`config.mk`:
```
export PLATFORM = sky130hd
export DESIGN_NAME = inta_sequencer
export DESIGN_NICKNAME = d
export VERILOG_FILES = /design/src/rtl/inta_sequencer.sv
export SDC_FILE = /design/constraint.sdc
export NUM_CORES = 1
export LEC_CHECK = 0
export ABC_AREA = 0
export CORE_ASPECT_RATIO = 0.6
export CORE_MARGIN = 2
export CORE_UTILIZATION = 30
export DETAILED_ROUTE_END_ITERATION = 7
export PLACE_DENSITY = 0.53
export SLEW_MARGIN = 5
export SYNTH_ARGS = -nofsm -noshare
export SYNTH_HDL_FRONTEND = slang
export SYNTH_SLANG_ARGS = --single-unit
export TNS_END_PERCENT = 5
```
`constraint.sdc`:
```
create_clock -name clk -period 2.04 [get_ports clk]
set_clock_uncertainty 0.05 [all_clocks]
set_input_delay 0.204 -clock clk [delete_from_list [all_inputs] [get_ports clk]]
set_output_delay 0.204 -clock clk [all_outputs]
set_load 0.05 [all_outputs]
```
`src/rtl/inta_sequencer.sv`:
```
// inta_sequencer: drives the 8259 two-pulse INTA sequence and hands the vector to the CPU.
// Optional PRESENT-state timeout is built when INTA_TIMEOUT_EN is defined.
module inta_sequencer #(
    parameter int INTA_LOW_CYCLES = 2,
    parameter int INTA_GAP_CYCLES = 2,
    parameter int REARM_CYCLES    = 2,
    parameter int TIMEOUT_CYCLES  = 64
) (
    input  logic       clk,
    input  logic       rst,
    input  logic       int_in,
    input  logic       cpu_en,
    input  logic [7:0] d_in,
    output logic       inta_n,
    output logic       vec_valid,
    input  logic       vec_ready,
    output logic [7:0] vec_data,
    output logic       busy,
    output logic [7:0] ack_count,
    output logic       timeout_err
);

    localparam logic [2:0] S_IDLE    = 3'd0;
    localparam logic [2:0] S_PULSE1  = 3'd1;
    localparam logic [2:0] S_GAP     = 3'd2;
    localparam logic [2:0] S_PULSE2  = 3'd3;
    localparam logic [2:0] S_PRESENT = 3'd4;
    localparam logic [2:0] S_REARM   = 3'd5;

    // One shared phase counter, sized for the longest phase.
    localparam int MAX_LG  = (INTA_LOW_CYCLES > INTA_GAP_CYCLES) ?
                             INTA_LOW_CYCLES : INTA_GAP_CYCLES;
    localparam int MAX_LGR = (MAX_LG > REARM_CYCLES) ? MAX_LG : REARM_CYCLES;
    localparam int MAX_ALL = (MAX_LGR > TIMEOUT_CYCLES) ? MAX_LGR : TIMEOUT_CYCLES;
    localparam int CW      = (MAX_ALL > 1) ? $clog2(MAX_ALL) : 1;

    localparam logic [CW-1:0] LOW_LAST   = CW'(INTA_LOW_CYCLES - 1);
    localparam logic [CW-1:0] GAP_LAST   = CW'(INTA_GAP_CYCLES - 1);
    localparam logic [CW-1:0] REARM_LAST = CW'(REARM_CYCLES - 1);
`ifdef INTA_TIMEOUT_EN
    localparam logic [CW-1:0] TMO_LAST   = CW'(TIMEOUT_CYCLES - 1);
`endif

    logic [2:0]    state_q, state_d;
    logic [CW-1:0] cnt_q, cnt_d;
    logic          inta_n_q, inta_n_d;
    logic          valid_q, valid_d;
    logic [7:0]    data_q, data_d;
    logic          busy_q, busy_d;
    logic [7:0]    ack_q, ack_d;
    logic          sync1_q, sync2_q;
`ifdef INTA_TIMEOUT_EN
    logic          tmo_q, tmo_d;
`endif

    always_comb begin
        state_d  = state_q;
        cnt_d    = cnt_q;
        inta_n_d = inta_n_q;
        valid_d  = valid_q;
        data_d   = data_q;
        ack_d    = ack_q;
`ifdef INTA_TIMEOUT_EN
        tmo_d    = 1'b0;
`endif
        case (state_q)
            S_IDLE: begin
                cnt_d = '0;
                if (sync2_q && cpu_en) begin
                    state_d  = S_PULSE1;
                    inta_n_d = 1'b0;
                end
            end
            S_PULSE1: begin
                if (cnt_q == LOW_LAST) begin
                    state_d  = S_GAP;
                    cnt_d    = '0;
                    inta_n_d = 1'b1;
                end else begin
                    cnt_d = cnt_q + CW'(1);
                end
            end
            S_GAP: begin
                if (cnt_q == GAP_LAST) begin
                    state_d  = S_PULSE2;
                    cnt_d    = '0;
                    inta_n_d = 1'b0;
                end else begin
                    cnt_d = cnt_q + CW'(1);
                end
            end
            S_PULSE2: begin
                // Vector is latched on the edge that closes the last low cycle.
                if (cnt_q == LOW_LAST) begin
                    state_d  = S_PRESENT;
                    cnt_d    = '0;
                    inta_n_d = 1'b1;
                    valid_d  = 1'b1;
                    data_d   = d_in;
                end else begin
                    cnt_d = cnt_q + CW'(1);
                end
            end
            S_PRESENT: begin
                if (vec_ready) begin
                    state_d = S_REARM;
                    cnt_d   = '0;
                    valid_d = 1'b0;
                    ack_d   = ack_q + 8'd1;
                end
`ifdef INTA_TIMEOUT_EN
                else if (cnt_q == TMO_LAST) begin
                    state_d = S_REARM;
                    cnt_d   = '0;
                    valid_d = 1'b0;
                    tmo_d   = 1'b1;
                end else begin
                    cnt_d = cnt_q + CW'(1);
                end
`endif
            end
            S_REARM: begin
                if (cnt_q == REARM_LAST) begin
                    state_d = S_IDLE;
                    cnt_d   = '0;
                end else begin
                    cnt_d = cnt_q + CW'(1);
                end
            end
            default: begin
                state_d  = S_IDLE;
                cnt_d    = '0;
                inta_n_d = 1'b1;
                valid_d  = 1'b0;
            end
        endcase
        busy_d = (state_d != S_IDLE);
    end

    always_ff @(posedge clk) begin
        if (rst) begin
            state_q  <= S_IDLE;
            cnt_q    <= '0;
            inta_n_q <= 1'b1;
            valid_q  <= 1'b0;
            data_q   <= 8'h00;
            busy_q   <= 1'b0;
            ack_q    <= 8'h00;
            sync1_q  <= 1'b0;
            sync2_q  <= 1'b0;
        end else begin
            state_q  <= state_d;
            cnt_q    <= cnt_d;
            inta_n_q <= inta_n_d;
            valid_q  <= valid_d;
            data_q   <= data_d;
            busy_q   <= busy_d;
            ack_q    <= ack_d;
            sync1_q  <= int_in;
            sync2_q  <= sync1_q;
        end
    end

`ifdef INTA_TIMEOUT_EN
    always_ff @(posedge clk) begin
        if (rst) begin
            tmo_q <= 1'b0;
        end else begin
            tmo_q <= tmo_d;
        end
    end

    assign timeout_err = tmo_q;
`else
    assign timeout_err = 1'b0;
`endif

    assign inta_n    = inta_n_q;
    assign vec_valid = valid_q;
    assign vec_data  = data_q;
    assign busy      = busy_q;
    assign ack_count = ack_q;

endmodule
```
==> results_dict.tcl <==
set metrics [dict create \
    yosys.area.top_type_share_pct 43.8 \
    sw_frac_of_total_pct 21.1 \
    switchingPower_uw 264 \
    crit_family "simple AND/OR/NAND/NOR gates" \
    core-area_sq_um 4260 \
    ir_worst_vdd_mv 0.267 \
    grt_max_degree 20 \
    routed_via_density 4.64 \
    dieArea_sq_um 5140 \
    seq_area_frac_synth_pct 43.8 \
    crit_type "reg -> reg" \
    fin_nets 198 \
    crit_arrival_ns 2.00 \
    post-route-min-period_ns 1.90 \
    yosysTopAreaCell "dfxtp_1" \
    grt_overflow_total 0 \
    hold_viol 0 \
    dp.cells 235 \
    wl_mm 3.05 \
    synth_edf_count 0 \
    fp.dieW_um 91.2 \
    diodes 0 \
    path_buf_inv 0 \
    syn_inst 148 \
    grt_pass1_wl_mm 5.13 \
    worst_pin_slew_ns 0.755 \
    slew_violations 0 \
    path_clk_slew_ns 0.06 \
    yosysMostFrequentCell "dfxtp_1" \
    globalplace.congestion 0.793 \
    netlist-cell-type-count 41 \
    postRouteAntennaNets 0 \
    outcome "completed" \
    synthArstFlopShare_pct 0 \
    clock_power_share_pct 46.7 \
    dp_hpwl_mm 2.15 \
    route.detailed.drc 0 \
    synthFlopType "dfxtp_1" \
    rows 18 \
    synth_area_leaders "dfxtp_1 (44%), mux2i_1 (8.0%), nor2_1 (6.6%), xor2_1 (3.8%), ha_1 (2.7%)" \
    syn_nets 164 \
    antenna_found_initial 0 \
    required_ns 2.14 \
    power_density_nw_per_um2 673 \
    clockBufferDepth 2 \
    die_y_um 56.3 \
    cp_slowest_cell "nor4b_1" \
    start_util_pct 32.2 \
    whs_ns 0.400 \
    crit_path_end_kind "flop" \
    cts_tree "yes" \
    grt_usage_pct 12.8 \
    io_pins 33 \
    post_drt_wl_per_cell_um 12.6 \
    worstHoldPathType "reg -> reg" \
    worst-path-max-fanout 4 \
    cts_hold_buffers 0 \
    grt_pass1_vias 1051 \
    insertion_delay_ns 0.28 \
    post_cts_buffers 0 \
    ys_top_cells_by_count "dfxtp_1 (30), nor2_1 (24), mux2i_1 (11), nand2_1 (7), xor2_1 (6)" \
    avgSynthCellArea_sq_um 9.26 \
    drt_iter0_drc 46 \
    power.leakage_nw 0.656 \
    htree_levels 2 \
    drv_cap 0 \
    cp_cell_sequence "ha_1 -> nor4b_1 -> and3_1 -> xnor2_1 -> nor3_1" \
    ys.warnings.count 0 \
    synth_seq_cells 30 \
    dr.pass1.iters 4 \
    cts-buffers-inserted 5 \
    clock.fmax_ghz 0.527 \
    min_period_over_period_pct 93.0 \
    setup-tns-final_ns 0 \
    p_int_uw 986 \
    synth_area_sq_um 1370 \
    finalSetupViolCount 0 \
    drive_above_1_share_pct 12.0 \
    p_comb_share_pct 5.7 \
    slew-limit-headroom_pct 48.9 \
    instances_no_fill 243 \
    clock_sinks 30 \
    seq_power_share_pct 47.6 \
    via_count 1127 \
    area_growth_pct 35.6 \
    critPathMaxStageDelay_ns 0.63 \
    ctsResizeCount 0 \
    cts_root_buf "clkbuf_8" \
    critPathLaunchType "flop" \
    rsz0062_at_grt "no" \
    port_buffers 31 \
]
## stage by stage
stage,total power [mW],worst slack [ns],util (%),area [sq um]
after CTS,1.27,0.151,43.5,1850
after global placement,0.678,0.192,41.0,1740
after floorplan,0.644,0.304,-,1370
final,1.25,0.143,43.7,1860
after global routing,1.31,0.0175,43.7,1860
after detailed placement,0.679,0.180,41.0,1740
## power by group through the flow
stage | Sequential [mW] | Combinational (mW) | Clock (mW)
2_1_floorplan | 0.611 | 0.0329 | 0
3_3_place_gp | 0.608 | 0.0708 | 0
3_5_place_dp | 0.608 | 0.0711 | 0
4_1_cts | 0.595 | 0.0715 | 0.606
5_1_grt | 0.595 | 0.0772 | 0.637
6_report | 0.595 | 0.0718 | 0.583
## placed cells by master (no fill, tap or decap), types with 2 or more instances in the layout
master and instances:
or3_1 2, nand2b_1 2, nand2_1 7, clkinv_2 2, a21oi_1 4, nor2_1 24, clkdlybuf4s50_1 31, nor2b_1 2
nand4_1 4, xnor2_1 3, and3_1 3, xor2_1 6, nand3_1 3, nand3b_1 3, a211oi_1 2, dfxtp_1 30
a31oi_1 4, clkbuf_8 5, or2_2 2, mux2i_1 11, nor3_1 2, ha_1 3, buf_4 5, inv_1 4
## worst register-to-register path, cell delays in order, from the launching register on
cell and delay [ns]:
dfxtp_1 0.39, ha_1 0.18, nor4b_1 0.63, and3_1 0.34
xnor2_1 0.13, nor3_1 0.05
## sequential cells by signal, indices dropped and copies added (netlist names)
name / count
ack_count: 8
vec_data: 8
cnt_q: 6
state_q: 3
busy: 1
inta_n: 1
sync1_q: 1
sync2_q: 1
vec_valid: 1
## logic make-up after synthesis
kind of cell | Yosys count | share of synthesized area (%)
AND/OR/NAND/NOR | 61 | 23.9
flip-flops | 30 | 43.8
AO/OA/AOI/OAI | 20 | 10.8
buffers and inverters | 13 | 4.66
multiplexers | 11 | 8.04
XOR/XNOR | 9 | 5.75
adder cells (fa/ha/maj) | 3 | 2.74
other | 1 | 0.274
## per-layer routing
layer | track usage (%) | part of all wire, % | vias to the layer above
met5 | 0 | 0 | -
li1 | - | - | 582
met2 | 15.9 | 39 | 30
met4 | 4.55 | 0.065 | 0
met3 | 5.64 | 6.4 | 2
met1 | 18.9 | 55 | 513
## final cells by class
cell class / count / area (sq um)
flip-flops and latches: 30 / 601
multi-input cells: 105 / 711
clock buffers: 5 / 68.8
inverters: 4 / 15.0
fillers: 405 / 2400
repair buffers: 36 / 348
clock inverters: 3 / 40.0
well taps: 60 / 75.1
## path summary, 6_finish.rpt
| path | start | endpoint | slack [ns] | depth (start not counted) |
|---|---|---|---|---|
| hold reg to reg | sync1_q$_SDFF_PP0_ | sync2_q$_SDFF_PP0_ | 0.40 | 1 |
| setup reg to reg | cnt_q[0]$_SDFFE_PP0P_ | state_q[1]$_SDFF_PP0_ | 0.14 | 5 |
| setup / recovery | cnt_q[0]$_SDFFE_PP0P_ | state_q[1]$_SDFF_PP0_ | 0.14 | 5 |
| hold / removal | sync1_q$_SDFF_PP0_ | sync2_q$_SDFF_PP0_ | 0.40 | 1 |
(Power assumes the default switching activity.)
